## config.mk

```make
export PLATFORM = sky130hd
export DESIGN_NAME = video_sprite_ctrl
export DESIGN_NICKNAME = d
export VERILOG_FILES = /design/src/rtl/video_sprite_ctrl.sv
export SDC_FILE = /design/constraint.sdc
export NUM_CORES = 1
export LEC_CHECK = 0
export BUFFER_PORTS_ARGS = -buffer_cell sky130_fd_sc_hd__buf_2
export CAP_MARGIN = 20
export CELL_PAD_IN_SITES_DETAIL_PLACEMENT = 1
export CELL_PAD_IN_SITES_GLOBAL_PLACEMENT = 1
export CORE_ASPECT_RATIO = 1.2
export CORE_MARGIN = 5
export CORE_UTILIZATION = 40
export DETAILED_ROUTE_END_ITERATION = 10
export GPL_ROUTABILITY_DRIVEN = 0
export PLACE_DENSITY_LB_ADDON = 0.1
export SLEW_MARGIN = 10
export SYNTH_ARGS = -nofsm -noshare
export SYNTH_HDL_FRONTEND = slang
export SYNTH_SLANG_ARGS = --single-unit
```

## constraint.sdc

```tcl
create_clock -name clk -period 4.17 [get_ports clk]
set_clock_uncertainty 0.05 [all_clocks]
set_input_delay 0.834 -clock clk [delete_from_list [all_inputs] [get_ports clk]]
set_output_delay 0.834 -clock clk [all_outputs]
set_load 0.005 [all_outputs]
```

## src/rtl/video_sprite_ctrl.sv

```systemverilog
// rtl/video_sprite_ctrl.sv - sprite shadow/commit registers, animation pager and blanking-drained pixel FIFO
`ifndef H_SIZE
`define H_SIZE 11
`endif
`ifndef V_SIZE
`define V_SIZE 10
`endif

module video_sprite_ctrl #(
    parameter int RGB_SIZE      = 12,
    parameter int SPRITE_RAM_AW = 10,
    parameter int H_DISPLAY     = 640,
    parameter int V_DISPLAY     = 480,
    parameter int FIFO_DEPTH    = 8,
    parameter int ANIM_FRAMES   = 4,
    localparam int PAGE_W       = (ANIM_FRAMES > 1) ? $clog2(ANIM_FRAMES) : 1
) (
    input  logic                     clk,
    input  logic                     rst,
    input  logic                     cfg_we,
    input  logic [1:0]               cfg_addr,
    input  logic [31:0]              cfg_wdata,
    input  logic                     pix_valid,
    output logic                     pix_ready,
    input  logic [SPRITE_RAM_AW-1:0] pix_addr,
    input  logic [RGB_SIZE-1:0]      pix_data,
    input  logic [`H_SIZE-1:0]       xx,
    input  logic [`V_SIZE-1:0]       yy,
    output logic [31:0]              x0,
    output logic [31:0]              y0,
    output logic                     sprite_en,
    output logic [PAGE_W-1:0]        anim_page,
    output logic                     sprite_ram_we,
    output logic [SPRITE_RAM_AW-1:0] sprite_ram_addr_w,
    output logic [RGB_SIZE-1:0]      sprite_ram_din,
    output logic                     frame_tick
);
    localparam int PTR_W = (FIFO_DEPTH > 1) ? $clog2(FIFO_DEPTH) : 1;
    localparam int CNT_W = PTR_W + 1;
    localparam int ENT_W = SPRITE_RAM_AW + RGB_SIZE;
    localparam logic [`H_SIZE-1:0] H_LIM = `H_SIZE'(H_DISPLAY);
    localparam logic [`V_SIZE-1:0] V_LIM = `V_SIZE'(V_DISPLAY);
    localparam logic [CNT_W-1:0]   FULL_COUNT = CNT_W'(FIFO_DEPTH);

    typedef enum logic {
        S_IDLE,
        S_DRAIN
    } drain_state_t;

    logic [31:0] sh_x;
    logic [31:0] sh_y;
    logic        sh_en;
    logic [7:0]  sh_period;
    logic        sh_anim_rst;

    logic        vblank_r;
    logic        vblank_d;
    logic        commit_evt;
    logic        blank;
    logic [7:0]  anim_cnt;

    logic [ENT_W-1:0] fifo_mem [FIFO_DEPTH];
    logic [PTR_W-1:0] wr_ptr;
    logic [PTR_W-1:0] rd_ptr;
    logic [CNT_W-1:0] count;
    logic             fifo_full;
    logic             fifo_empty;
    logic             push;
    logic             pop;
    drain_state_t     state;

    logic unused_cfg_bits;
    assign unused_cfg_bits = ^{cfg_wdata[31:17], cfg_wdata[7:1]};

    assign blank      = (xx >= H_LIM) || (yy >= V_LIM);
    assign commit_evt = vblank_r && !vblank_d;

    assign fifo_full  = (count == FULL_COUNT);
    assign fifo_empty = (count == '0);
    assign pix_ready  = !fifo_full;
    assign push       = pix_valid && pix_ready;
    assign pop        = (state == S_DRAIN) && blank && !fifo_empty;

    always_ff @(posedge clk) begin
        if (rst) begin
            vblank_r <= 1'b0;
            vblank_d <= 1'b0;
        end else begin
            vblank_r <= (yy >= V_LIM);
            vblank_d <= vblank_r;
        end
    end

    // A write landing in the commit cycle is assigned after the commit logic, so it
    // overrides the anim_reset self-clear and waits in the shadow for the next frame.
    always_ff @(posedge clk) begin
        if (rst) begin
            sh_x        <= '0;
            sh_y        <= '0;
            sh_en       <= 1'b0;
            sh_period   <= '0;
            sh_anim_rst <= 1'b0;
            x0          <= '0;
            y0          <= '0;
            sprite_en   <= 1'b0;
            frame_tick  <= 1'b0;
            anim_cnt    <= '0;
            anim_page   <= '0;
        end else begin
            frame_tick <= commit_evt;
            if (commit_evt) begin
                x0          <= sh_x;
                y0          <= sh_y;
                sprite_en   <= sh_en;
                sh_anim_rst <= 1'b0;
                if (sh_anim_rst) begin
                    anim_cnt  <= '0;
                    anim_page <= '0;
                end else if (sh_period != 8'd0) begin
                    if (anim_cnt >= sh_period - 8'd1) begin
                        anim_cnt  <= '0;
                        anim_page <= (ANIM_FRAMES > 1) ? anim_page + 1'b1 : '0;
                    end else begin
                        anim_cnt <= anim_cnt + 8'd1;
                    end
                end
            end
            if (cfg_we) begin
                case (cfg_addr)
                    2'd0: sh_x <= cfg_wdata;
                    2'd1: sh_y <= cfg_wdata;
                    2'd2: begin
                        sh_en       <= cfg_wdata[0];
                        sh_period   <= cfg_wdata[15:8];
                        sh_anim_rst <= cfg_wdata[16];
                    end
                    default: ;
                endcase
            end
        end
    end

    always_ff @(posedge clk) begin
        if (push) begin
            fifo_mem[wr_ptr] <= {pix_addr, pix_data};
        end
    end

    // Pop happens only while blanking; the RAM write follows one cycle later.
    always_ff @(posedge clk) begin
        if (rst) begin
            state             <= S_IDLE;
            wr_ptr            <= '0;
            rd_ptr            <= '0;
            count             <= '0;
            sprite_ram_we     <= 1'b0;
            sprite_ram_addr_w <= '0;
            sprite_ram_din    <= '0;
        end else begin
            sprite_ram_we <= pop;
            if (pop) begin
                {sprite_ram_addr_w, sprite_ram_din} <= fifo_mem[rd_ptr];
                rd_ptr <= rd_ptr + 1'b1;
            end
            if (push) begin
                wr_ptr <= wr_ptr + 1'b1;
            end
            case ({push, pop})
                2'b10:   count <= count + 1'b1;
                2'b01:   count <= count - 1'b1;
                default: ;
            endcase
            case (state)
                S_IDLE: begin
                    if (blank && !fifo_empty) begin
                        state <= S_DRAIN;
                    end
                end
                S_DRAIN: begin
                    if (!blank || fifo_empty) begin
                        state <= S_IDLE;
                    end
                end
                default: state <= S_IDLE;
            endcase
        end
    end
endmodule

```

# After elaboration in Yosys (flattened, before gate mapping)
# Memories as Yosys holds them, arrays and structs flattened. A register that Yosys moved wholly into a read port is not among the register bits.
# Index checks and enable logic that the tools add are counted.
# word_totals
register_bits	164
latchBits	0
ramBits	176
mem_bits_ro	0
inputBits	81
n_memories	1
# op_classes
add_sub_neg	7
n_mul	0
n_div	0
n_lt_le_gt_ge	3
eq_ne	5
shift	0
n_mux	15
bitwise	1
n_reduce_logical	22
# memory_table
name	words	width	read_ports	rd_ports_with_merged_regs	write_ports	line_no	rtl
fifo_mem	8	22	1	1	1	62	logic [ENT_W-1:0] fifo_mem [FIFO_DEPTH];
# op_table
op	n
two-way mux 8 bit	3
greater-or-equal comparator 11 x 10 -> 1 bit (second input constant)	1
greater-or-equal comparator 10 x 9 -> 1 bit (second input constant)	1
adder 8 x 1 -> 8 bit (second input constant)	1
greater-or-equal comparator 8 bit	1
case mux 4 bit (2 select lines)	1
AND reduction 2 bit	4
nonzero test 8 bit	1
subtractor 8 x 1 -> 8 bit (second input constant)	1
two-way mux 1 bit	7
adder 3 x 1 -> 3 bit (second input constant)	2
two-way mux 2 bit	3
nonzero test 2 bit	3
logical AND 1 bit	5
adder 4 x 1 -> 4 bit (second input constant)	1
== test 2 x 1 -> 1 bit (second input constant)	2
== test 2 bit (second input constant)	2
== test 4 bit (second input constant)	1
logical NOT 1 bit	4
logical NOT 4 bit	1
subtractor 4 x 1 -> 4 bit (second input constant)	1
AND reduction 3 bit	1
adder 2 x 1 -> 2 bit (second input constant)	1
logical NOT 2 bit	1
other kinds (3)	4

# Longest topological paths before layout
# Gate-level depths: netlist of run 1.
# logic_depth
depth_word	6
mapped_depth	10
mapped_depth_nobuf	10

# Least setup slack after synthesis of run 1
# No wires, ideal clock.
# synth_path
path_kind	input to register
startpoint	input pix_valid
endpoint	memory fifo_mem[0][0] in the netlist's numbering (enable)
arrival_time_ns	2.718
required_ns	3.691
path_slack_ns	0.974
path_stages	3
n_path_buf	0
cell_sequence	nand2_1 > or2_1 > nor3_1
# synth_via
elab_chain_cells	3
# synth_rtl
item	line_no	rtl
start, declared	23	input logic pix_valid,
logical AND 1 bit	81	assign push = pix_valid && pix_ready;
two-way mux 1 bit	144	if (push) begin
two-way mux 1 bit (implied by the code)	145	fifo_mem[wr_ptr] <= {pix_addr, pix_data};
end, declared	62	
# Every way passes these cells.

# Worst setup path after layout of run 1
# layout_path
startpoint	register sh_period[2]
endpoint	register anim_cnt[2]
# layout_via
elab_chain_cells	5
# layout_rtl
item	line_no	rtl
start, declared	53	logic [7:0] sh_period;
start signal, assigned	134	sh_period <= cfg_wdata[15:8];
subtractor 8 x 1 -> 8 bit	120	if (anim_cnt >= sh_period - 8'd1) begin
greater-or-equal comparator 8 bit	120	
two-way mux 8 bit	120	
two-way mux 8 bit	119	end else if (sh_period != 8'd0) begin
two-way mux 8 bit	116	if (sh_anim_rst) begin
end signal, assigned	124	anim_cnt <= anim_cnt + 8'd1;
end, declared	60	logic [7:0] anim_cnt;
# Parallel ways exist; a longest one is shown, timed or not. The select of a mux whose other input is x is not followed.
# A chain may end at the register's enable or synchronous reset.

==> results.sh, run 1 <==
export IMPL_cts_path_max_buffers=3
export IMPL_final_cells=1762
export IMPL_yosys_top_cells_area="edfxtp_1 38%, dfxtp_1 27%, nand2_1 8.0%"
export IMPL_worst_slack_ps=1406
export IMPL_synthArstFlopShare_pct=0
export IMPL_ios=173
export IMPL_grt_usage_pct=17.55
export IMPL_grt_max_degree=88
export IMPL_worst_slew_pin_slew_ps=938.8
export IMPL_drt_total_wl_mm=33.55
export IMPL_worstSkewPairLatency_ps=550
export IMPL_worst_hold_path_type="reg -> reg"
export IMPL_nFillCells=3617
export IMPL_grt_pass1_vias=9366
export IMPL_stdcell_area_sq_um=16180
export IMPL_min_period_over_period_pct=66.28
export IMPL_cts_max_level=2
export IMPL_setup_viol=0
export IMPL_synth_cell_types=54
export IMPL_cts_buffers_inserted=38
export IMPL_final_layout_size_suffix_gt1_share_pct=23.58
export IMPL_die_area_sq_um=38200
export IMPL_seq_power_share_pct=50.2
export IMPL_rsz0062_at_grt="no"
export IMPL_slew_headroom_pct=37.41
export IMPL_cap_violations=0
export IMPL_crit_fanout=8
export IMPL_initial_utilization_pct=40.47
export IMPL_p_sw_share_pct=23.51
export IMPL_pre_cts_slack_ps=1211
export IMPL_ys_warn_count=0
export IMPL_core_area_sq_um=33980
export IMPL_ctsResizeCount=0
export IMPL_p_leak_nw=5.631
export IMPL_nNetsFinal=1373
export IMPL_vias=8939
export IMPL_antenna_found_initial=7
export IMPL_fin_setup_tns_ps=0
export IMPL_synth_net_count=1224
export IMPL_worstSetupPathType="reg -> reg"
export IMPL_peakVddDrop_v=0.0003988
export IMPL_cts_tree="done"
export IMPL_power_switching_mw=1.840
export IMPL_via_per_inst=5.073
export IMPL_area_growth_pct=17.68
export IMPL_synth_cells=1126
export IMPL_synth_seq_cells=362
export IMPL_clk_pin_slew_ps=60
export IMPL_wl_per_cell_microns=19.04
export IMPL_die_x_microns=179.3
export IMPL_hold_viol_final=0
export IMPL_start_kind="flip-flop"
export IMPL_drc=0
export IMPL_seq_area_frac_synth_pct=65.51
export IMPL_postPlaceCellArea_sq_um=14970
export IMPL_slew_viol_final=0
export IMPL_syn_area_per_cell_sq_um=12.21
export IMPL_powerDensity_nw_per_um2=483.7
export IMPL_outcome="finished, final reports clean"
export IMPL_synthesis_area_sq_um=13750
export IMPL_required_ps=4560
export IMPL_critical_path_arrival_ps=3150
export IMPL_synth_edf_count=176
export IMPL_end_kind="flip-flop"
export IMPL_grt_pass1_wl_mm=52.39
export IMPL_synth_ff_type="dfxtp_1"
export IMPL_numPortBuffers=160
export IMPL_dpl_hpwl_mm=21.07
export IMPL_cts_setup_buffers=0
export IMPL_ant_nets=0
export IMPL_firstDrtPassIters=4
export IMPL_yosys_area_top_type="edfxtp_1"
export IMPL_dr_first_iter_drc_count=446
export IMPL_placed_cells=1691
export IMPL_period_needed_ps=2764
export IMPL_fin_total_pwr_mw=7.826
export IMPL_cts_hold_buf=0
export IMPL_cell_internal_pwr_mw=5.986
export IMPL_fmax_ghz=0.3618
export IMPL_p_clk_share_pct=41.6
export IMPL_timing_hold_ws_ps=400.5
export IMPL_die_y_microns=213.1
export IMPL_rows=74
export IMPL_cts_sinks=362
export IMPL_utilization_pct=47.62
export IMPL_synth_top_area_share_pct=38.43
export IMPL_cts_root_buffer="clkbuf_16"
export IMPL_power_frac_comb_pct=8.2
export IMPL_globalRouteOverflowTotal=0
## cell usage after synthesis, types with 10 or more instances
cell type	n
nor2_1	43
mux2i_1	23
a211oi_1	12
edfxtp_1	176
inv_1	15
buf_2	16
dfxtp_1	186
a21oi_1	150
mux4_2	44
clkbuf_1	35
ha_1	16
a211oi_2	10
nand2_1	292
## path summary, 6_finish.rpt
kind / from / to / slack [ps] / depth (start not counted)
max: sh_period[2] / anim_cnt[2] / 1410 / 9
min: y0[29] / y0[29] / 400 / 2
max reg2reg: sh_period[2] / anim_cnt[2] / 1410 / 9
min reg2reg: y0[29] / y0[29] / 400 / 2
## cells in the final DEF (no fill, tap or decap), drive strengths merged, types with 6 or more instances in the layout
cell,synthesis,routed
clkinv,1,13
a21oi,151,151
dfxtp,186,186
clkbuf,36,54
nor2,45,45
o21ai,6,6
a31oi,6,6
mux4,44,44
nand3,10,10
edfxtp,176,176
ha,16,16
inv,15,15
mux2i,23,23
buf,32,177
nand2b,7,7
xor2,7,7
a211oi,22,22
nand2,292,292
## logic make-up (layout without fill, tap and decap cells)
kind of cell    Yosys count  in the layout  synth area share (%)
fa+ha+maj                17             17                 1.601
mux                      67             67                 8.881
simple gates            384            384                 11.64
compound gates          200            200                 8.663
xor+xnor                 12             12                0.7643
buf+inv                  84            260                 2.939
flops                   362            362                 65.51
other cells               0              4                     0
## critical path: stages, from the launching register on
cell	delay (ps)
dfxtp_1	380
nor4_4	430
nand2_1	110
xor2_1	170
ha_1	320
a21oi_1	140
o211ai_1	190
nor2_2	360
nand3_2	240
o311ai_1	280
## area by class of cell
class,instances,area [sq um],share of cell area (%)
timing repair buffer,177,934.6,5.776
tap,456,570.5,3.526
sequential,362,9011,55.69
multi-input combinational,680,4393,27.15
clock buffer,54,1071,6.619
antenna,4,10.01,0.06186
inverter,16,60.06,0.3711
clock inverter,13,131.4,0.8119
## per-layer routing
metal	part of all wire, %	up-vias	track usage [%]	routed length, microns
met3	5.2	51	3.807	1751
li1	-	4294	-	-
met1	42	4429	21.54	14200
met4	2.2	8	4.913	736
met2	50	157	31.18	16820
met5	0.11	-	0	38
## state kept, by name, summed over array words and instances, names as in the netlist, 2 cells and up
name and cells:
anim_cnt 8, anim_page 2, count 4, fifo_mem 176, rd_ptr 3, sh_period 8
sh_x 32, sh_y 32, sprite_ram_addr_w 10, sprite_ram_din 12, wr_ptr 3, x0 32
y0 32
## power by group through the flow
stage	Combinational (mW)	Sequential, mW	Clock [mW]
after CTS	0.662	3.93	3.37
final	0.643	3.93	3.26
after global placement	0.643	4.00	0
after global routing	0.716	3.94	3.52
after floorplan	0.462	3.98	0
after detailed placement	0.660	4.01	0
(Power assumes the default switching activity.)
==> inputs of run 2 (changes only) <==
ABC_AREA = 1   (was not set)
clock period = 2.3 ns   (was 4.17 ns; I/O delays follow)
==> run 2 against run 1 <==
Effect of this change:
- die area up 2.7%
- combinational power rose to 3.7 times the previous value
- setup slack worse by 1200 ps
- non-clock buffer count up 24
- largest cell class unchanged
- cell count up 23%
==> results.sh, run 2 <==
export IMPL_outcome="finished, final reports clean"
export IMPL_globalRouteOverflowTotal=0
export IMPL_fmax_ghz=0.4753
export IMPL_synthArstFlopShare_pct=0
export IMPL_antenna_found_initial=6
export IMPL_seq_area_frac_synth_pct=63.71
export IMPL_cts_tree="done"
export IMPL_fin_setup_tns_ps=0
export IMPL_grt_pass1_vias=11460
export IMPL_synth_cell_types=34
export IMPL_placed_cells=2102
export IMPL_hold_viol_final=0
export IMPL_yosys_mux_area_fraction_pct=0
export IMPL_multiInputGateArea_sq_um=4561
export IMPL_crit_fanout=5
export IMPL_grt_usage_pct=19.00
export IMPL_period_needed_ps=2104
export IMPL_final_cells=2171
export IMPL_worstSetupPathType="reg -> reg"
export IMPL_worst_hold_path_type="in -> reg"
export IMPL_min_period_over_period_pct=91.47
export IMPL_grt_max_degree=67
export IMPL_syn_area_per_cell_sq_um=9.284
export IMPL_fin_total_pwr_mw=16.02
export IMPL_final_layout_size_suffix_gt1_share_pct=17.20
export IMPL_synth_net_count=1621
export IMPL_seqCellArea_sq_um=9010
export IMPL_worstSkewPairLatency_ps=540
export IMPL_setup_viol=0
export IMPL_synth_top_area_share_pct=37.38
export IMPL_dr_first_iter_drc_count=360
export IMPL_worst_slew_pin_slew_ps=548.4
export IMPL_core_area_sq_um=34910
export IMPL_vias=10810
export IMPL_cpPeakStageDelay_ps=340
export IMPL_postPlaceCellArea_sq_um=15580
export IMPL_cts_hold_buf=0
export IMPL_via_per_inst=4.979
export IMPL_p_leak_nw=6.975
export IMPL_cp_cell_sequence="nor2_1 > nand2_1 > nand3_4 > inv_2 > ha_1 > ha_1 > nand2_1 > inv_1 > o21ai_1 > nand2_1 > nand2_1 > nand2_1 > nand2_1 > a21oi_1"
export IMPL_cts_buffers_inserted=39
export IMPL_crit_slowest_cell="dfxtp_1"
export IMPL_drc=0
export IMPL_slew_headroom_pct=63.44
export IMPL_peakVddDrop_v=0.0006583
export IMPL_synthesis_area_sq_um=14140
export IMPL_initial_utilization_pct=40.51
export IMPL_grt_pass1_wl_mm=60.44
export IMPL_worst_slack_ps=196.2
export IMPL_timing_hold_ws_ps=132.1
export IMPL_cap_violations=0
export IMPL_num_antenna_cells=0
export IMPL_die_x_microns=181.6
export IMPL_synth_top_family_by_area="simple AND/OR/NAND/NOR gates"
export IMPL_final_cell_mix="463 x nor2_1, 215 x nand2_1, 214 x o21ai_0"
export IMPL_synth_common_cells="471 x nor2_1, 216 x nand2_1, 215 x o21ai_0"
export IMPL_synth_cells=1523
export IMPL_powerDensity_nw_per_um2=948.8
export IMPL_nFillCells=4071
export IMPL_cts_root_buffer="clkbuf_16"
export IMPL_required_ps=2650
export IMPL_synth_compound_area_share_pct=10.24
export IMPL_pre_cts_slack_ps=-79.59
export IMPL_area_growth_pct=19.41
export IMPL_utilization_pct=48.37
export IMPL_cts_setup_buffers=0
export IMPL_synthMostInstantiatedCell="nor2_1"
export IMPL_clk_pin_slew_ps=60
export IMPL_wl_per_cell_microns=17.40
export IMPL_start_kind="flip-flop"
export IMPL_yosys_area_top_type="edfxtp_1"
export IMPL_crit_family="simple AND/OR/NAND/NOR gates"
export IMPL_die_area_sq_um=39230
export IMPL_firstDrtPassIters=4
export IMPL_synth_ff_type="dfxtp_1"
export IMPL_ys_warn_count=0
export IMPL_synth_simple_gate_area_share_pct=19.52
export IMPL_top_register="fifo_mem"
export IMPL_cts_max_level=2
export IMPL_rows=75
export IMPL_stdcell_area_sq_um=16880
export IMPL_yosys_top_cells_area="edfxtp_1 37%, dfxtp_1 26%, nor2_1 13%"
export IMPL_synth_seq_cells=362
export IMPL_dpl_hpwl_mm=24.28
export IMPL_die_y_microns=216.0
export IMPL_synth_edf_count=176
export IMPL_cts_path_max_buffers=3
export IMPL_end_kind="flip-flop"
export IMPL_crit_buf_inv=2
export IMPL_crit_path_frequent_cell="nand2_1"
export IMPL_largest_reg_flops=176
export IMPL_slew_viol_final=0
export IMPL_post_synth_xor_area_fraction_pct=0.6194
export IMPL_nNetsFinal=1779
export IMPL_ios=173
export IMPL_drt_total_wl_mm=37.78
export IMPL_critical_path_arrival_ps=2450
export IMPL_cts_sinks=362
export IMPL_numPortBuffers=160
export IMPL_synthAdderAreaFrac_pct=1.557
export IMPL_final_common_cell="nor2_1"
export IMPL_ant_nets=0
export IMPL_ctsResizeCount=1
[run 2: metal layers]
metal	track usage [%]	wire (microns)
met1	20.96	15030
met2	36.33	20000
met3	4.732	1991
met4	4.505	690
met5	0	62
[run 2: worst paths after layout]
| path | to | startpoint | slack (ps) | depth (start not counted) |
|---|---|---|---|---|
| worst max register to register | count[3] | count[0] | 200 | 14 |
| worst max-delay path | count[3] | count[0] | 200 | 14 |
| worst min register to register | sprite_en | sh_en | 410 | 2 |
| worst min-delay path | sh_x[26] | cfg_wdata[26] | 130 | 3 |
[run 2: layout make-up]
type / count / area share, %
tap: 462 / 3.424
inverter: 50 / 1.134
clock buffer: 51 / 6.232
multi-input combinational: 1027 / 27.01
timing repair buffer: 201 / 7.455
sequential: 362 / 53.36
clock inverter: 18 / 1.378
[run 2: power by group]
group	total (mW)	switching [mW]	internal, mW	leakage [nW]
combinational	2.35	1.54	0.811	3.23
clock	6.33	2.53	3.80	0.625
sequential	7.34	0.189	7.15	3.12
[run 2: cells by family (layout without fill, tap and decap cells)]
family | count (synthesis) | after routing
adder cells (fa/ha/maj) | 17 | 17
XOR/XNOR | 10 | 10
AND/OR/NAND/NOR | 717 | 717
flip-flops | 362 | 362
AO/OA/AOI/OAI | 283 | 283
buffers and inverters | 134 | 320
[run 2: worst min-delay path: stages]
cell and delay [ps]:
buf_2 80, o21ai_0 70, nor2_1 80
==> inputs of run 3 (changes only) <==
clock period = 2.27 ns   (was 2.3 ns; I/O delays follow)
==> run 3 against run 2 <==
Effect of this change:
- total power is 0.26% higher
- final area increased by 0.12%
- routed wire length is 0.58% lower
- first-iteration DRC count up 18%
- sequential share of layout area about the same
==> results.sh, run 3 (synthesis results as in run 2) <==
export IMPL_rows=75
export IMPL_utilization_pct=48.42
export IMPL_cpPeakStageDelay_ps=360
export IMPL_setup_viol=0
export IMPL_via_per_inst=4.998
export IMPL_rrSetupSlack_ps=150
export IMPL_period_needed_ps=2120
export IMPL_nFillCells=4089
export IMPL_nNetsFinal=1777
export IMPL_firstDrtPassIters=4
export IMPL_timing_hold_ws_ps=143.6
export IMPL_end_kind="flip-flop"
export IMPL_pre_cts_slack_ps=-36.30
export IMPL_critical_path_arrival_ps=2530
export IMPL_crit_slowest_cell="dfxtp_4"
export IMPL_cts_root_buffer="clkbuf_16"
export IMPL_cap_violations=0
export IMPL_cts_buffers_inserted=38
export IMPL_dpl_hpwl_mm=23.78
export IMPL_cts_tree="done"
export IMPL_clk_pin_slew_ps=60
export IMPL_startpoint="sh_period[2]"
export IMPL_worstSetupPathDepth=12
export IMPL_wl_met2_mm=19.65
export IMPL_crit_buf_inv=1
export IMPL_antenna_found_initial=7
export IMPL_wl_per_cell_microns=17.31
export IMPL_required_ps=2680
export IMPL_worst_hold_path_type="in -> reg"
export IMPL_num_antenna_cells=0
export IMPL_initial_utilization_pct=40.51
export IMPL_peakVddDrop_v=0.0005107
export IMPL_largest_reg_flops=176
export IMPL_start_kind="flip-flop"
export IMPL_ios=173
export IMPL_met3RoutedLength_mm=1.977
export IMPL_cts_max_level=2
export IMPL_grt_pass1_wl_mm=60.32
export IMPL_grt_max_degree=67
export IMPL_top_layer="met5"
export IMPL_slew_headroom_pct=65.79
export IMPL_dr_first_iter_drc_count=426
export IMPL_worst_slew_pin_slew_ps=513.1
export IMPL_top_register="fifo_mem"
export IMPL_grt_usage_pct=18.91
export IMPL_vias=10850
export IMPL_multiInputGateArea_sq_um=4593
export IMPL_numPortBuffers=160
export IMPL_crit_family="simple AND/OR/NAND/NOR gates"
export IMPL_area_growth_pct=19.55
export IMPL_fmax_ghz=0.4717
export IMPL_drt_total_wl_mm=37.56
export IMPL_core_area_sq_um=34910
export IMPL_cts_hold_buf=0
export IMPL_final_layout_size_suffix_gt1_share_pct=17.45
export IMPL_ant_nets=0
export IMPL_crit_end="anim_cnt[0]"
export IMPL_drc=0
export IMPL_outcome="finished, final reports clean"
export IMPL_p_leak_nw=6.966
export IMPL_seqCellArea_sq_um=9014
export IMPL_slew_viol_final=0
export IMPL_globalRouteOverflowTotal=0
export IMPL_cts_sinks=362
export IMPL_grt_pass1_vias=11610
export IMPL_worst_slack_ps=149.8
export IMPL_crit_fanout=8
export IMPL_die_area_sq_um=39230
export IMPL_reg2reg_to="anim_cnt[0]"
export IMPL_powerDensity_nw_per_um2=950.2
export IMPL_cp_cell_sequence="nor3_4 > nand3_2 > buf_4 > xor2_1 > ha_1 > a21oi_1 > nor2_2 > nor2_2 > nand2_2 > nand2_2 > nand2_4 > a21oi_2"
export IMPL_worstSkewPairLatency_ps=530
export IMPL_rr_worst_depth=12
export IMPL_wl_met1_mm=15.00
export IMPL_hold_viol_final=0
export IMPL_cts_path_max_buffers=3
export IMPL_r2r_start="sh_period[2]"
export IMPL_final_common_cell="nor2_1"
export IMPL_worstSetupPathType="reg -> reg"
export IMPL_min_period_over_period_pct=93.40
export IMPL_die_x_microns=181.6
export IMPL_die_y_microns=216.0
export IMPL_final_cell_mix="459 x nor2_1, 214 x o21ai_0, 212 x nand2_1"
[run 3: repair_timing]
action | CTS | global route
cloned | 0 | 0
setup endpoints to repair | 8 | 11
pin swaps | 0 | 13
gates resized for setup | 2 | 15
setup buffers | 0 | 1
[run 3: metrics by stage]
stage / area (sq um) / power, mW / std cells / setup TNS, ps
finish: 16900 / 16.06 / 2170 / 0
global route: 16900 / 16.91 / 2170 / -2.164
CTS: 16850 / 16.28 / 2169 / 0
detailed placement: 15600 / 10.02 / 2100 / -130.8
global placement: 15600 / 9.949 / 2100 / 0
floorplan: 14140 / 9.150 / 1523 / 0
[run 3: how the worst min path moves through the flow]
stage	startpoint	depth (start not counted)	to
after floorplan	vblank_r	2	vblank_d
after global placement	sh_en	2	sh_en
after detailed placement	sprite_ram_din[10]	2	sprite_ram_din[10]
after CTS	cfg_wdata[26]	3	sh_x[26]
after global routing	pix_addr[7]	1	fifo_mem[4][19]
final	cfg_wdata[26]	3	sh_y[26]
[run 3: per-layer routing]
metal / global-route usage, % / vias to the layer above
li1: - / 5299
met1: 20.86 / 5286
met2: 35.65 / 185
met3: 4.985 / 65
met4: 5.105 / 10
met5: 0 / -
[run 3: cell type report]
class	instances	area share [%]
flip-flops and latches	362	53.32
multi-input cells	1027	27.17
repair buffers	200	7.624
clock buffers	54	6.469
well taps	462	3.420
inverters	50	1.132
clock inverters	15	0.8586
[run 3: worst reg2reg max path: cells and delay by family, from the launching register on]
kind / cells / cell delay (ps)
compound gates: 2 / 310
flops: 1 / 360
fa+ha+maj: 1 / 290
simple gates: 7 / 780
buf+inv: 1 / 150
xor+xnor: 1 / 140
[run 3: where the power goes]
group          total [mW]  leakage, nW  internal, mW  switching [mW]
logic                2.42         3.24         0.847            1.58
registers            7.43         3.12          7.24           0.189
clock network        6.21        0.607          3.70            2.51
